File: config.mk
export PLATFORM = sky130hd
export DESIGN_NAME = lsu_subword_bridge
export DESIGN_NICKNAME = d
export VERILOG_FILES = /design/src/rtl/lsu_subword_bridge.sv
export SDC_FILE = /design/constraint.sdc
export NUM_CORES = 1
export LEC_CHECK = 0
export BUFFER_PORTS_ARGS = -buffer_cell sky130_fd_sc_hd__buf_2
export CAP_MARGIN = 20
export CORE_MARGIN = 1
export CORE_UTILIZATION = 52
export CTS_CLUSTER_DIAMETER = 80
export DETAILED_ROUTE_END_ITERATION = 8
export PLACE_DENSITY = 0.91
export SYNTH_ARGS = -nofsm -noshare
export SYNTH_HDL_FRONTEND = slang
export SYNTH_SLANG_ARGS = --single-unit
File: constraint.sdc
create_clock -name clk -period 3.3 [get_ports clk]
set_input_delay 0.495 -clock clk [delete_from_list [all_inputs] [get_ports clk]]
set_output_delay 0.495 -clock clk [all_outputs]
set_load 0.02 [all_outputs]
File: src/rtl/lsu_subword_bridge.sv
// lsu_subword_bridge
//   Load/store bridge between the core memory stage and a word-organised data
//   memory (combinational read, synchronous write). Adds byte/halfword loads
//   with sign/zero extension and byte/halfword stores by read-modify-write.
//
//   Handshake: the core raises cpu_req while the bridge is idle and holds it
//   until cpu_done. The request is sampled only in IDLE; cpu_done is a
//   one-cycle pulse and cpu_error qualifies it (rejected, no memory write).
//
//   Ports
//     clk, reset            clock, synchronous active-low reset
//     cpu_req/cpu_write     request strobe, 1 = store
//     cpu_funct3            RISC-V size/sign encoding
//     cpu_address           byte address
//     cpu_write_data        store data (low byte/halfword for SB/SH)
//     cpu_read_data         extended load result, held until next good load
//     cpu_done/cpu_error    completion pulse and its error qualifier
//     cpu_busy              high outside IDLE
//     mem_*                 word-granular memory port
//     dbg_state             current FSM state (0 IDLE,1 ACCESS,2 WRITE,3 DONE)
//
//   Build option: define LSU_ALIGN_CHECK_EN to reject misaligned halfword and
//   word accesses; otherwise the low address bits are silently ignored.
module lsu_subword_bridge #(
  parameter int MEMORY_SIZE = 4096
) (
  input  logic        clk,
  input  logic        reset,
  input  logic        cpu_req,
  input  logic        cpu_write,
  input  logic [2:0]  cpu_funct3,
  input  logic [31:0] cpu_address,
  input  logic [31:0] cpu_write_data,
  output logic [31:0] cpu_read_data,
  output logic        cpu_done,
  output logic        cpu_error,
  output logic        cpu_busy,
  output logic        mem_read,
  output logic        mem_write,
  output logic [31:0] mem_address,
  output logic [31:0] mem_write_data,
  input  logic [31:0] mem_read_data,
  output logic [1:0]  dbg_state
);

  typedef enum logic [1:0] {
    S_IDLE   = 2'd0,
    S_ACCESS = 2'd1,
    S_WRITE  = 2'd2,
    S_DONE   = 2'd3
  } state_t;

  state_t      r_state;
  logic        r_write;
  logic [2:0]  r_funct3;
  logic [31:0] r_addr;
  logic [31:0] r_wdata;
  logic [31:0] r_merge;
  logic [31:0] r_read_data;
  logic        r_done;
  logic        r_error;

  logic        w_f3_ok;
  logic        w_range_ok;
  logic        w_misalign;
  logic        w_req_err;
  logic        w_is_sw;
  logic [7:0]  w_byte;
  logic [15:0] w_half;
  logic [31:0] w_load;
  logic [31:0] w_merge;

  // Request legality, evaluated on the raw inputs while IDLE.
  always_comb begin
    w_f3_ok = 1'b0;
    if (cpu_write) begin
      w_f3_ok = (cpu_funct3 == 3'b000) || (cpu_funct3 == 3'b001) ||
                (cpu_funct3 == 3'b010);
    end else begin
      w_f3_ok = (cpu_funct3 == 3'b000) || (cpu_funct3 == 3'b001) ||
                (cpu_funct3 == 3'b010) || (cpu_funct3 == 3'b100) ||
                (cpu_funct3 == 3'b101);
    end
  end

  assign w_range_ok = (cpu_address < 32'(MEMORY_SIZE));

`ifdef LSU_ALIGN_CHECK_EN
  assign w_misalign = ((cpu_funct3[1:0] == 2'b01) && cpu_address[0]) ||
                      ((cpu_funct3[1:0] == 2'b10) && (cpu_address[1:0] != 2'b00));
`else
  assign w_misalign = 1'b0;
`endif

  assign w_req_err = !w_f3_ok || !w_range_ok || w_misalign;
  assign w_is_sw   = r_write && (r_funct3 == 3'b010);

  // Little-endian lane selection from the combinational read data.
  assign w_byte = mem_read_data[{r_addr[1:0], 3'b000} +: 8];
  assign w_half = r_addr[1] ? mem_read_data[31:16] : mem_read_data[15:0];

  always_comb begin
    w_load = mem_read_data;
    case (r_funct3)
      3'b000:  w_load = {{24{w_byte[7]}}, w_byte};
      3'b001:  w_load = {{16{w_half[15]}}, w_half};
      3'b100:  w_load = {24'd0, w_byte};
      3'b101:  w_load = {16'd0, w_half};
      default: w_load = mem_read_data;
    endcase
  end

  // Old word with only the target lane replaced by the store data.
  always_comb begin
    w_merge = r_merge;
    if (r_funct3[1:0] == 2'b00) begin
      w_merge[{r_addr[1:0], 3'b000} +: 8] = r_wdata[7:0];
    end else if (r_addr[1]) begin
      w_merge[31:16] = r_wdata[15:0];
    end else begin
      w_merge[15:0] = r_wdata[15:0];
    end
  end

  always_ff @(posedge clk) begin
    if (!reset) begin
      r_state     <= S_IDLE;
      r_write     <= 1'b0;
      r_funct3    <= 3'd0;
      r_addr      <= 32'd0;
      r_wdata     <= 32'd0;
      r_merge     <= 32'd0;
      r_read_data <= 32'd0;
      r_done      <= 1'b0;
      r_error     <= 1'b0;
    end else begin
      r_done  <= 1'b0;
      r_error <= 1'b0;
      case (r_state)
        S_IDLE: begin
          if (cpu_req) begin
            r_write  <= cpu_write;
            r_funct3 <= cpu_funct3;
            r_addr   <= cpu_address;
            r_wdata  <= cpu_write_data;
            if (w_req_err) begin
              r_state <= S_DONE;
              r_done  <= 1'b1;
              r_error <= 1'b1;
            end else begin
              r_state <= S_ACCESS;
            end
          end
        end
        S_ACCESS: begin
          if (!r_write) begin
            r_read_data <= w_load;
            r_state     <= S_DONE;
            r_done      <= 1'b1;
          end else if (w_is_sw) begin
            r_state <= S_DONE;
            r_done  <= 1'b1;
          end else begin
            r_merge <= mem_read_data;
            r_state <= S_WRITE;
          end
        end
        S_WRITE: begin
          r_state <= S_DONE;
          r_done  <= 1'b1;
        end
        default: begin
          r_state <= S_IDLE;
        end
      endcase
    end
  end

  // Strobes are gated by reset so an edge with reset low never writes memory.
  assign mem_read  = reset && (r_state == S_ACCESS);
  assign mem_write = reset && (((r_state == S_ACCESS) && w_is_sw) ||
                               (r_state == S_WRITE));

  always_comb begin
    mem_write_data = 32'd0;
    if ((r_state == S_ACCESS) && w_is_sw) begin
      mem_write_data = r_wdata;
    end else if (r_state == S_WRITE) begin
      mem_write_data = w_merge;
    end
  end

  assign mem_address   = {r_addr[31:2], 2'b00};
  assign cpu_read_data = r_read_data;
  assign cpu_done      = r_done;
  assign cpu_error     = r_error;
  assign cpu_busy      = (r_state != S_IDLE);
  assign dbg_state     = r_state;

endmodule

# After elaboration in Yosys (flattened, before gate mapping)
# Index checks and enable logic that the tools add are counted.
dict set report totals {
  mem_bits_ro 0
  memories 0
  mem_bits_rw 0
  latchBits 0
  reg_bits 136
}
dict set report classes {
  mux 19
  multipliers 0
  bitwise_logic 2
  reduce_logical 21
  n_addsub 1
  div 0
  eq_ne 11
  shifts 3
  order_cmp 1
}
# cell count
set ops {}
lappend ops {{$pmux 32 s4} 1}
lappend ops {{$mux 32} 3}
lappend ops {{$mux 16} 3}
lappend ops {{$bwmux 32} 1}
lappend ops {{$lt 32x13->1 const B} 1}
lappend ops {{$shift 8x7->32 const A} 1}
lappend ops {{$shiftx 32x6->8} 1}
lappend ops {{$shiftx 8x7->32} 1}
lappend ops {{$eq 3x3->1 const B} 4}
lappend ops {{$mux 1} 7}
lappend ops {{$neg 5->7} 1}
lappend ops {{$eq 3x1->1 const B} 2}
lappend ops {{$eq 3x2->1 const B} 2}
lappend ops {{$logic_not 3->1} 2}
lappend ops {{$logic_or 1x1->1} 6}
lappend ops {{$pmux 2 s3} 1}
lappend ops {{$reduce_and 2->1} 3}
lappend ops {{$logic_and 1x1->1} 4}
lappend ops {{$logic_not 2->1} 2}
lappend ops {{$mux 2} 2}
lappend ops {{$pmux 1 s3} 1}
lappend ops {{$reduce_and 3->1} 1}
lappend ops {{$eq 2x1->1 const B} 1}
lappend ops {{$eq 2x2->1 const B} 1}
lappend ops {{4 further kinds} 6}

# Longest topological paths before layout
# Gate-level depths: netlist (run 1).
dict set report depth {
  depth_word 11
  mapped_depth 9
  depth_no_buf 6
}

# Worst setup path after synthesis (run 1)
# Ideal clock, no wire load.
dict set report synth_path {
  path_kind {reg-to-output}
  start {reg r_addr[1]}
  end {out mem_write_data[10]}
  slack_ns 0.022
  path_stages_with_launch 10
  t_required_ns 2.805
  path_buffers 3
  t_arrival_ns 2.783
  cell_sequence {dfxtp_1 buf_2 buf_2 buf_1 inv_1 ha_1 nand2_1 nor3_2 a221oi_1 o41ai_1}
}
dict set report synth_via {
  elab_chain_len 6
}
# element line
set synth_lines {}
lappend synth_lines {{start: declaration} 56} ;# logic [31:0] r_addr;
lappend synth_lines {{start signal: assignment} 144} ;# r_addr <= cpu_address;
lappend synth_lines {{$neg 5->7} 117} ;# w_merge[{r_addr[1:0], 3'b000} +: 8] = r_wdata[7:0];
lappend synth_lines {{$shiftx 8x7->32 or $shift 8x7->32 (tied branches)} 117}
lappend synth_lines {{$bwmux 32} 117}
lappend synth_lines {{$mux 32 (*)} 116} ;# if (r_funct3[1:0] == 2'b00) begin
lappend synth_lines {{$mux 32 (*)} 188} ;# end else if (r_state == S_WRITE) begin
lappend synth_lines {{$mux 32 (*)} 186} ;# if ((r_state == S_ACCESS) && w_is_sw) begin
lappend synth_lines {{end: declaration} 41} ;# output logic [31:0] mem_write_data,
# Every way passes the cells marked *; elsewhere a longest branch is shown, timed or not.

# Worst setup path after layout (run 1)
dict set report layout_path {
  start {reg r_addr[0]}
  end {out mem_write_data[29]}
}
dict set report layout_via {
  elab_chain_len 6
}
# element line
set layout_lines {}
lappend layout_lines {{$neg 5->7 (*)} 117}
lappend layout_lines {{$shiftx 8x7->32 or $shift 8x7->32 (tied branches)} 117}
lappend layout_lines {{$bwmux 32 (*)} 117}
lappend layout_lines {{$mux 32 (*)} 116}
lappend layout_lines {{$mux 32 (*)} 188}
lappend layout_lines {{$mux 32 (*)} 186}
# Marked as above.

==> results.sh, run 1 <==
export IMPL_fin_crit_ns=3.25
export IMPL_synth_commonest_cells="246 x nand2_1, 147 x a21oi_1, 136 x dfxtp_1"
export IMPL_crit_path_max_fanout=8
export IMPL_viasPerCell=6.03
export IMPL_p_total_mw=6.39
export IMPL_tightest_slew_ns=0.818
export IMPL_grt_use_met3_pct=9.83
export IMPL_hold_viol=0
export IMPL_initial_core_util_pct=53.4
export IMPL_drive_above_1_share_pct=26.2
export IMPL_maxCapViolCount=0
export IMPL_endpoint_kind="output pin"
export IMPL_async_reset_ff_share_pct=0
export IMPL_nets=1128
export IMPL_port_buffers=203
export IMPL_synth_top_area_share_pct=40.4
export IMPL_cts_root_buf="clkbuf_16"
export IMPL_gr_usage_all_layers_pct=32.2
export IMPL_syn_inst=873
export IMPL_yosysMostFrequentCell="nand2_1"
export IMPL_slowest_stage="o41ai_1"
export IMPL_ys_seq_area_share_pct=40.4
export IMPL_drv_slew=0
export IMPL_antenna_found_initial=1
export IMPL_drt_pass1_iterations=7
export IMPL_fin_crit_sh_pct=98.6
export IMPL_yosys_area_top_type="dfxtp_1"
export IMPL_fillers=1062
export IMPL_ys_ff_latch=136
export IMPL_instances_no_fill=1201
export IMPL_cp_data_required_time_ns=2.80
export IMPL_leakagePower_nw=3.41
export IMPL_cp_arrival_ns=2.76
export IMPL_globalRouteOverflowTotal=0
export IMPL_synth_top_flop_cell="dfxtp_1"
export IMPL_coreArea_um2=12600
export IMPL_cp_top_family="buffers and inverters"
export IMPL_cts_htree_levels=4
export IMPL_multiInputGateArea_um2=3480
export IMPL_max_freq_mhz=307
export IMPL_gr_usage_met1_pct=39.4
export IMPL_crit_path_max_incr_delay_ns=0.46
export IMPL_p_per_area_nw_per_um2=776
export IMPL_hp_class="input pin to flip-flop"
export IMPL_dp_slack_ns=0.394
export IMPL_cts_sinks=136
export IMPL_drc_errors=0
export IMPL_hold_ws_ns=0.309
export IMPL_cts_made_buffers=17
export IMPL_path_cells="inv_1, ha_1, nor4_4, buf_4, a221oi_1, o41ai_1, buf_2"
export IMPL_crit_type="flip-flop to output pin"
export IMPL_cts_buffer_depth=2
export IMPL_clk_latency_ns=0.42
export IMPL_synth_cell_types=54
export IMPL_netlist_area_um2=6730
export IMPL_grt_use_met2_pct=50.0
export IMPL_cts_tree="built"
export IMPL_final_area_um2=8240
export IMPL_crit_buf_inv=3
export IMPL_drt_wl_total_um=21500
export IMPL_status="complete, no violations"
export IMPL_place_gp_congestion=0.938
export IMPL_dieWidth_um=116
export IMPL_post_dp_hpwl_um=14900
export IMPL_drtIter0Drc=890
export IMPL_synth_warnings=0
export IMPL_ios=206
export IMPL_grt_pass1_vias=6533
export IMPL_ff_latch_area_um2=2720
export IMPL_setup_viol=0
export IMPL_netlist_top_cells_area="dfxtp_1 40%, nand2_1 14%, a21oi_1 11%"
export IMPL_die_area_um2=13400
export IMPL_die_y_um=116
export IMPL_worst_slack_ns=0.0476
export IMPL_place_area_um2=7600
export IMPL_vias=7244
export IMPL_maxSlewHeadroom_pct=45.4
export IMPL_skew_ns=0.00801
export IMPL_syn_avg_cell_area_um2=7.71
export IMPL_std_cell_rows=41
export IMPL_fin_util_pct=65.3
export IMPL_cts_reportedPaths_clkPinSlew_ns=0.06
export IMPL_dpl_cell_count=1167
export IMPL_synth_edff_count=0
export IMPL_wl_per_cell_um=17.9
export IMPL_area_delta_synth_final_pct=22.3
export IMPL_fin_setup_tns_ns=0
export IMPL_critPathLaunchType="flip-flop"
export IMPL_grt_pass1_wl_um=33000
export IMPL_grt_max_degree=89
export IMPL_postRouteAntennaNets=0
export IMPL_ir_worst_vdd_mv=0.447
export IMPL_top_usage_layer="met2"
==> layer usage <==
metal | vias to the layer above | share of wire [%]
met2 | 508 | 45
met4 | 0 | 5.9
met5 | - | 0
li1 | 3312 | -
met1 | 3296 | 38
met3 | 128 | 11
==> kinds of logic after synthesis <==
kind of cell | after synthesis | synth area share (%)
AO/OA/AOI/OAI | 288 | 27.3
adder cells (fa/ha/maj) | 9 | 1.67
buffers and inverters | 111 | 8.53
flip-flops | 136 | 40.4
multiplexers | 12 | 1.78
other | 1 | 0.0557
AND/OR/NAND/NOR | 316 | 20.2
==> cell usage in the layout (no fill, tap or decap), drive strengths merged, types with 8 or more instances in the layout <==
cell type,count
o22a,13
clkinv,8
dfxtp,136
nor2,21
o41ai,17
clkbuf,23
a21oi,149
a221oi,25
o21ai,39
ha,9
a22o,8
a211oi,17
mux2i,12
buf,222
nand2,247
nor2b,19
inv,9
==> state kept, by name (all words and copies together), names as in the netlist <==
name and cells:
r_wdata 32, r_addr 32, dbg_state 2, cpu_done 1, r_write 1, cpu_read_data 32
cpu_error 1, r_funct3 3, r_merge 32
==> worst paths after layout <==
kind / start / endpoint / slack [ns] / cells after the start
max: r_addr[0] / mem_write_data[29] / 0.05 / 7
min: cpu_address[5] / r_addr[5] / 0.31 / 3
max reg2reg: dbg_state[1] / cpu_read_data[24] / 1.03 / 5
min reg2reg: r_addr[30] / r_addr[30] / 0.45 / 2
==> power breakdown <==
group	switching, mW	total, mW	internal, mW	leakage [nW]
registers	0.244	2.22	1.97	1.11
logic	1.56	2.33	0.768	2.02
clock network	0.685	1.85	1.16	0.283
total	2.49	6.39	3.91	3.41
==> layout make-up <==
cell class,instances,share of cell area [%]
clock inverter,8,1.17
sequential,136,33.1
timing repair buffer,222,14.5
tap,172,2.61
clock buffer,23,5.80
inverter,12,0.547
multi-input combinational,627,42.3
antenna,1,0.0304
==> worst min-delay path, delay by kind of cell <==
family                 cells  cell delay (ns)
AO/OA/AOI/OAI              1             0.05
buffers and inverters      1             0.09
AND/OR/NAND/NOR            1             0.04
==> timing repair <==
item	CTS	global route
hold buffers	0	0
setup buffers	0	2
pin swaps	0	2
setup endpoints to repair	1	13
gates resized for setup	1	4
Power figures use the tool's default switching activity.
==> run 2, diff against run 1 <==
--- a/config.mk
+++ b/config.mk
@@ -8,10 +8,11 @@
 export BUFFER_PORTS_ARGS = -buffer_cell sky130_fd_sc_hd__buf_2
 export CAP_MARGIN = 20
 export CORE_MARGIN = 1
-export CORE_UTILIZATION = 52
+export CORE_UTILIZATION = 47
 export CTS_CLUSTER_DIAMETER = 80
 export DETAILED_ROUTE_END_ITERATION = 8
-export PLACE_DENSITY = 0.91
+export PLACE_DENSITY = 0.87
 export SYNTH_ARGS = -nofsm -noshare
 export SYNTH_HDL_FRONTEND = slang
 export SYNTH_SLANG_ARGS = --single-unit
+export TNS_END_PERCENT = 50
==> constraint.sdc (replaced) <==
create_clock -name clk -period 2.8 [get_ports clk]
set_input_delay 0.42 -clock clk [delete_from_list [all_inputs] [get_ports clk]]
set_output_delay 0.42 -clock clk [all_outputs]
set_load 0.02 [all_outputs]
==> run 2 against run 1 <==
Register-to-register slack worse by 0.38 ns. Combinational power up 24%. Flip-flop and latch count unchanged. Sequential power up 18%. Power up 24%. Critical path depth up 1. Via count down 2.1%. Die area up 10%.
==> results.sh, run 2 (synthesis results as in run 1) <==
export IMPL_slowest_stage="dfxtp_1"
export IMPL_cts_tree="built"
export IMPL_hold_path_end="r_addr[11]"
export IMPL_skew_ns=0.00421
export IMPL_cp_data_required_time_ns=2.38
export IMPL_cts_root_buf="clkbuf_16"
export IMPL_grt_pass1_wl_um=33700
export IMPL_ir_worst_vdd_mv=0.502
export IMPL_reg2reg_to="cpu_read_data[30]"
export IMPL_final_cell_mix="245 x nand2_1, 196 x buf_2, 145 x a21oi_1"
export IMPL_p_per_area_nw_per_um2=926
export IMPL_post_dp_hpwl_um=15500
export IMPL_reg2reg_slack_ns=0.65
export IMPL_gr_usage_all_layers_pct=29.7
export IMPL_clk_latency_ns=0.42
export IMPL_drt_pass1_iterations=5
export IMPL_cts_made_buffers=17
export IMPL_crit_type="flip-flop to output pin"
export IMPL_fin_crit_ns=2.72
export IMPL_dieWidth_um=122
export IMPL_ios=206
export IMPL_hold_viol=0
export IMPL_place_area_um2=7750
export IMPL_cts_sinks=136
export IMPL_viasPerCell=5.81
export IMPL_status="complete, no violations"
export IMPL_fillers=1201
export IMPL_holdPathStages=3
export IMPL_place_gp_congestion=0.954
export IMPL_final_common_cell="nand2_1"
export IMPL_vias=7092
export IMPL_cp_arrival_ns=2.30
export IMPL_antenna_found_initial=1
export IMPL_drive_above_1_share_pct=29.8
export IMPL_cp_top_family="buffers and inverters"
export IMPL_grt_pass1_vias=6379
export IMPL_final_area_um2=8570
export IMPL_path_cells="inv_1, ha_2, nand2_1, nor2_4, a2111oi_4, buf_4, a22o_1, buf_2"
export IMPL_cts_buffer_depth=2
export IMPL_maxCapViolCount=0
export IMPL_std_cell_rows=43
export IMPL_maxSlewHeadroom_pct=44.8
export IMPL_drc_errors=0
export IMPL_fin_setup_tns_ns=0
export IMPL_hold_start="cpu_address[11]"
export IMPL_critPathLaunchType="flip-flop"
export IMPL_globalRouteOverflowTotal=0
export IMPL_endpoint_kind="output pin"
export IMPL_cts_htree_levels=4
export IMPL_hp_class="input pin to flip-flop"
export IMPL_cts_reportedPaths_clkPinSlew_ns=0.06
export IMPL_postRouteAntennaNets=0
export IMPL_port_buffers=203
export IMPL_max_freq_mhz=367
export IMPL_fin_util_pct=61.5
export IMPL_crit_buf_inv=3
export IMPL_tightest_slew_ns=0.829
export IMPL_cp_depth=8
export IMPL_area_delta_synth_final_pct=27.3
export IMPL_fin_crit_sh_pct=97.3
export IMPL_drtIter0Drc=1009
export IMPL_crit_path_max_incr_delay_ns=0.39
export IMPL_wl_per_cell_um=18.0
export IMPL_crit_path_max_fanout=8
export IMPL_reg2reg_from="r_addr[1]"
export IMPL_drt_wl_total_um=22000
export IMPL_coreArea_um2=13900
export IMPL_rr_worst_depth=5
export IMPL_drv_slew=0
export IMPL_nets=1139
export IMPL_initial_core_util_pct=48.3
export IMPL_die_y_um=122
export IMPL_leakagePower_nw=3.56
export IMPL_grt_max_degree=66
export IMPL_die_area_um2=14800
export IMPL_setup_viol=0
[run 2: changes by cell type in the layout (fill, tap and decap cells not counted), moves of 4 or more]
| cell | previous run | this run |
|---|---|---|
| o41ai_2 | 6 | 16 |
| o41ai_1 | 11 | 1 |
| clkinvlp_4 | 1 | 6 |
| buf_4 | 16 | 33 |
| buf_2 | 203 | 196 |
| clkinv_2 | 4 | 0 |
[run 2: area by class of cell]
cell class                 instances  area [µm²]  share of cell area (%)
antenna                            1        2.50                  0.0292
clock buffer                      19         453                    5.29
clock inverter                    13         194                    2.26
inverter                          12        55.1                   0.642
multi-input combinational        627        3610                    42.1
sequential                       136        2730                    31.8
tap                              180         225                    2.63
timing repair buffer             233        1300                    15.2
[run 2: per-stage QoR]
| step | power [mW] | hold WS (ns) | std cells | setup slack, ns |
|---|---|---|---|---|
| after floorplan | 4.58 | 0.433 | 874 | 0.104 |
| after global placement | 5.34 | 0.439 | 1179 | 0.351 |
| after detailed placement | 5.40 | 0.443 | 1179 | 0.305 |
| after CTS | 7.87 | 0.215 | 1215 | 0.00813 |
| after global routing | 8.32 | 0.230 | 1221 | -0.00577 |
| final | 7.93 | 0.224 | 1221 | 0.0762 |
[run 2: worst max-delay path by stage]
stage                             from  slack, ns                 end
final                     dbg_state[1]       0.08   mem_write_data[0]
after global routing         r_addr[0]     -0.006  mem_write_data[12]
after CTS                 dbg_state[1]      0.008           mem_write
after detailed placement     r_addr[0]       0.30  mem_write_data[30]
after global placement       r_addr[0]       0.35  mem_write_data[30]
after floorplan              r_addr[1]       0.10  mem_write_data[24]
[run 2: where the power goes]
group	switching, mW	internal, mW	total [mW]
clock network	0.881	1.55	2.43
logic	1.89	1.00	2.89
registers	0.286	2.33	2.62
[run 2: what timing repair did]
| item | CTS | global route |
|---|---|---|
| pin swaps | 2 | 3 |
| hold buffers | 0 | 0 |
| hold endpoints to repair | 0 | 0 |
| gates resized for setup | 6 | 22 |
| cloned | 0 | 0 |
| setup buffers | 4 | 5 |
| setup endpoints to repair | 32 | 33 |
[run 2: worst register-to-register path, delay by kind of cell, from the launching register on]
kind                   cells  cell delay (ns)
AOI/OAI and AO/OA          2             0.83
muxes                      2             0.51
DFF                        1             0.37
buffers and inverters      1             0.29
[run 2: layer usage]
layer	part of all wire, %	track usage (%)
met1	41	37.8
met2	46	46.1
met3	8.8	7.91
met4	4.8	15.2
met5	0	0
==> run 3, diff against run 2 <==
--- a/config.mk
+++ b/config.mk
@@ -11,6 +11,7 @@
 export CORE_UTILIZATION = 47
 export CTS_CLUSTER_DIAMETER = 80
 export DETAILED_ROUTE_END_ITERATION = 8
+export GPL_TIMING_DRIVEN = 0
 export PLACE_DENSITY = 0.87
 export SYNTH_ARGS = -nofsm -noshare
 export SYNTH_HDL_FRONTEND = slang
==> run 3 against run 2 <==
The flow now finishes with violations (negative setup slack). Combinational power increased by 12%. Routed wire length up 13%. Power grew 4.1%. Maximum frequency fell by 11%. Global-route usage grew 2.8 points. Cell area rose by 8.2%. Core utilization is 5.1 points higher. Cell count is 7.2% higher. Via count rose by 9.2%.
==> results.sh, run 3 (synthesis results as in run 1) <==
export IMPL_status="complete, but fails checks"
export IMPL_violations="negative setup slack"
export IMPL_dp_slack_ns=-0.401
export IMPL_cts_tree="built"
export IMPL_cts_reportedPaths_clkPinSlew_ns=0.06
export IMPL_drt_wl_total_um=25000
export IMPL_post_dp_hpwl_um=17500
export IMPL_antenna_found_initial=2
export IMPL_leakagePower_nw=3.90
export IMPL_rsz0062_at_grt="true"
export IMPL_postRouteAntennaNets=0
export IMPL_skew_ns=0.00758
export IMPL_die_y_um=122
export IMPL_fin_setup_tns_ns=-3.53
export IMPL_power_switching_mw=3.24
export IMPL_grt_pass1_vias=7040
export IMPL_max_freq_mhz=327
export IMPL_final_common_cell="nand2_1"
export IMPL_cp_arrival_ns=2.64
export IMPL_die_area_um2=14800
export IMPL_p_int_mw=5.02
export IMPL_vias=7747
export IMPL_initial_core_util_pct=48.3
export IMPL_postCtsHoldBufs=0
export IMPL_endpoint_kind="output pin"
export IMPL_crit_type="flip-flop to output pin"
export IMPL_swShare_pct=39.2
export IMPL_cts_root_buf="clkbuf_16"
export IMPL_nets=1227
export IMPL_cts_sinks=136
export IMPL_final_cell_mix="244 x nand2_1, 197 x buf_2, 146 x a21oi_1"
export IMPL_ir_worst_vdd_mv=0.546
export IMPL_met2WireLength_um=11500
export IMPL_dieWidth_um=122
export IMPL_cts_buffer_depth=2
export IMPL_maxSlewHeadroom_pct=59.5
export IMPL_fin_crit_ns=3.06
export IMPL_dr_wl_met3_um=2640
export IMPL_critPathLaunchType="flip-flop"
export IMPL_ios=206
export IMPL_cp_data_required_time_ns=2.38
export IMPL_hp_class="input pin to flip-flop"
export IMPL_port_buffers=203
export IMPL_top_layer_used="met4"
export IMPL_drc_errors=0
export IMPL_fin_util_pct=66.6
export IMPL_area_delta_synth_final_pct=37.7
export IMPL_fin_crit_sh_pct=109
export IMPL_hold_viol=0
export IMPL_drv_slew=0
export IMPL_tightest_slew_ns=0.608
export IMPL_combPwrFrac_pct=39.2
export IMPL_wl_per_cell_um=19.1
export IMPL_grt_pass1_wl_um=36600
export IMPL_std_cell_rows=43
export IMPL_cts_htree_levels=4
export IMPL_viasPerCell=5.92
export IMPL_power_frac_clock_pct=29.1
export IMPL_setup_viol=32
export IMPL_drtIter0Drc=885
export IMPL_p_per_area_nw_per_um2=890
export IMPL_p_seq_share_pct=31.7
export IMPL_drt_pass1_iterations=5
export IMPL_clk_latency_ns=0.43
export IMPL_grt_max_degree=17
export IMPL_worst_slack_ns=-0.259
export IMPL_crit_path_max_fanout=4
export IMPL_gr_usage_all_layers_pct=32.5
export IMPL_place_gp_congestion=0.992
export IMPL_cts_made_buffers=17
export IMPL_coreArea_um2=13900
export IMPL_maxCapViolCount=0
export IMPL_globalRouteOverflowTotal=0
export IMPL_wl_met1_um=9430
export IMPL_drive_above_1_share_pct=32.7
## run 3: cell count changes in the layout (fill, tap and decap cells not counted), sizes merged
cell,change
buf,+44
clkbuf,+45
clkinv,+1
diode,+1
inv,-3
## run 3: cell type report
class / instances / area [µm²]
multi-input cells: 627 / 3820
well taps: 180 / 225
diodes: 2 / 5.00
clock inverters: 11 / 170
inverters: 12 / 56.3
flip-flops and latches: 136 / 2730
repair buffers: 222 / 1250
clock buffers: 20 / 457
plain buffers: 99 / 572
fillers: 1119 / 4660
## run 3: worst max-delay path: stages, from the launching register on
cell and delay, ns:
dfxtp_2 0.34, buf_6 0.10, buf_8 0.09, buf_8 0.10, clkinvlp_4 0.11, ha_4 0.35
nand2_4 0.06, nor3_4 0.22, buf_4 0.15, a221oi_1 0.09, o41ai_2 0.37, buf_4 0.22
## run 3: what timing repair did
| action | CTS | global route |
|---|---|---|
| pin swaps | 11 | 18 |
| setup endpoints to repair | 33 | 33 |
| setup buffers | 11 | 8 |
| gates resized for setup | 42 | 47 |
## run 3: through the flow
| step | instances | instance area [µm²] | power, mW | hold slack [ns] |
|---|---|---|---|---|
| after global placement | 1257 | 8090 | 5.47 | 0.436 |
| after floorplan | 874 | 6850 | 4.58 | 0.433 |
| final | 1309 | 9280 | 8.26 | 0.220 |
| after global routing | 1309 | 9280 | 8.61 | 0.226 |
| after detailed placement | 1257 | 8090 | 5.52 | 0.445 |
| after CTS | 1299 | 9000 | 8.03 | 0.218 |
## run 3: routing by layer
layer | vias up | global-route usage, %
li1 | 3522 | -
met1 | 3568 | 40.1
met2 | 534 | 51.3
met3 | 123 | 8.85
met4 | 0 | 17.4
met5 | - | 0
## run 3: final timing paths
check	start	to	slack (ns)	cells after the start
min reg2reg	r_wdata[21]	r_wdata[21]	0.45	2
max	r_addr[1]	mem_write_data[15]	-0.26	11
max reg2reg	dbg_state[0]	cpu_read_data[14]	0.62	5
min	cpu_address[1]	r_addr[1]	0.22	3
## run 3: power by group through the flow
stage	sequential, mW	clock, mW	combinational [mW]
finish	2.62	2.40	3.24
global route	2.65	2.49	3.47
CTS	2.59	2.40	3.04
detailed placement	2.62	0	2.91
global placement	2.61	0	2.86
floorplan	2.79	0	1.79
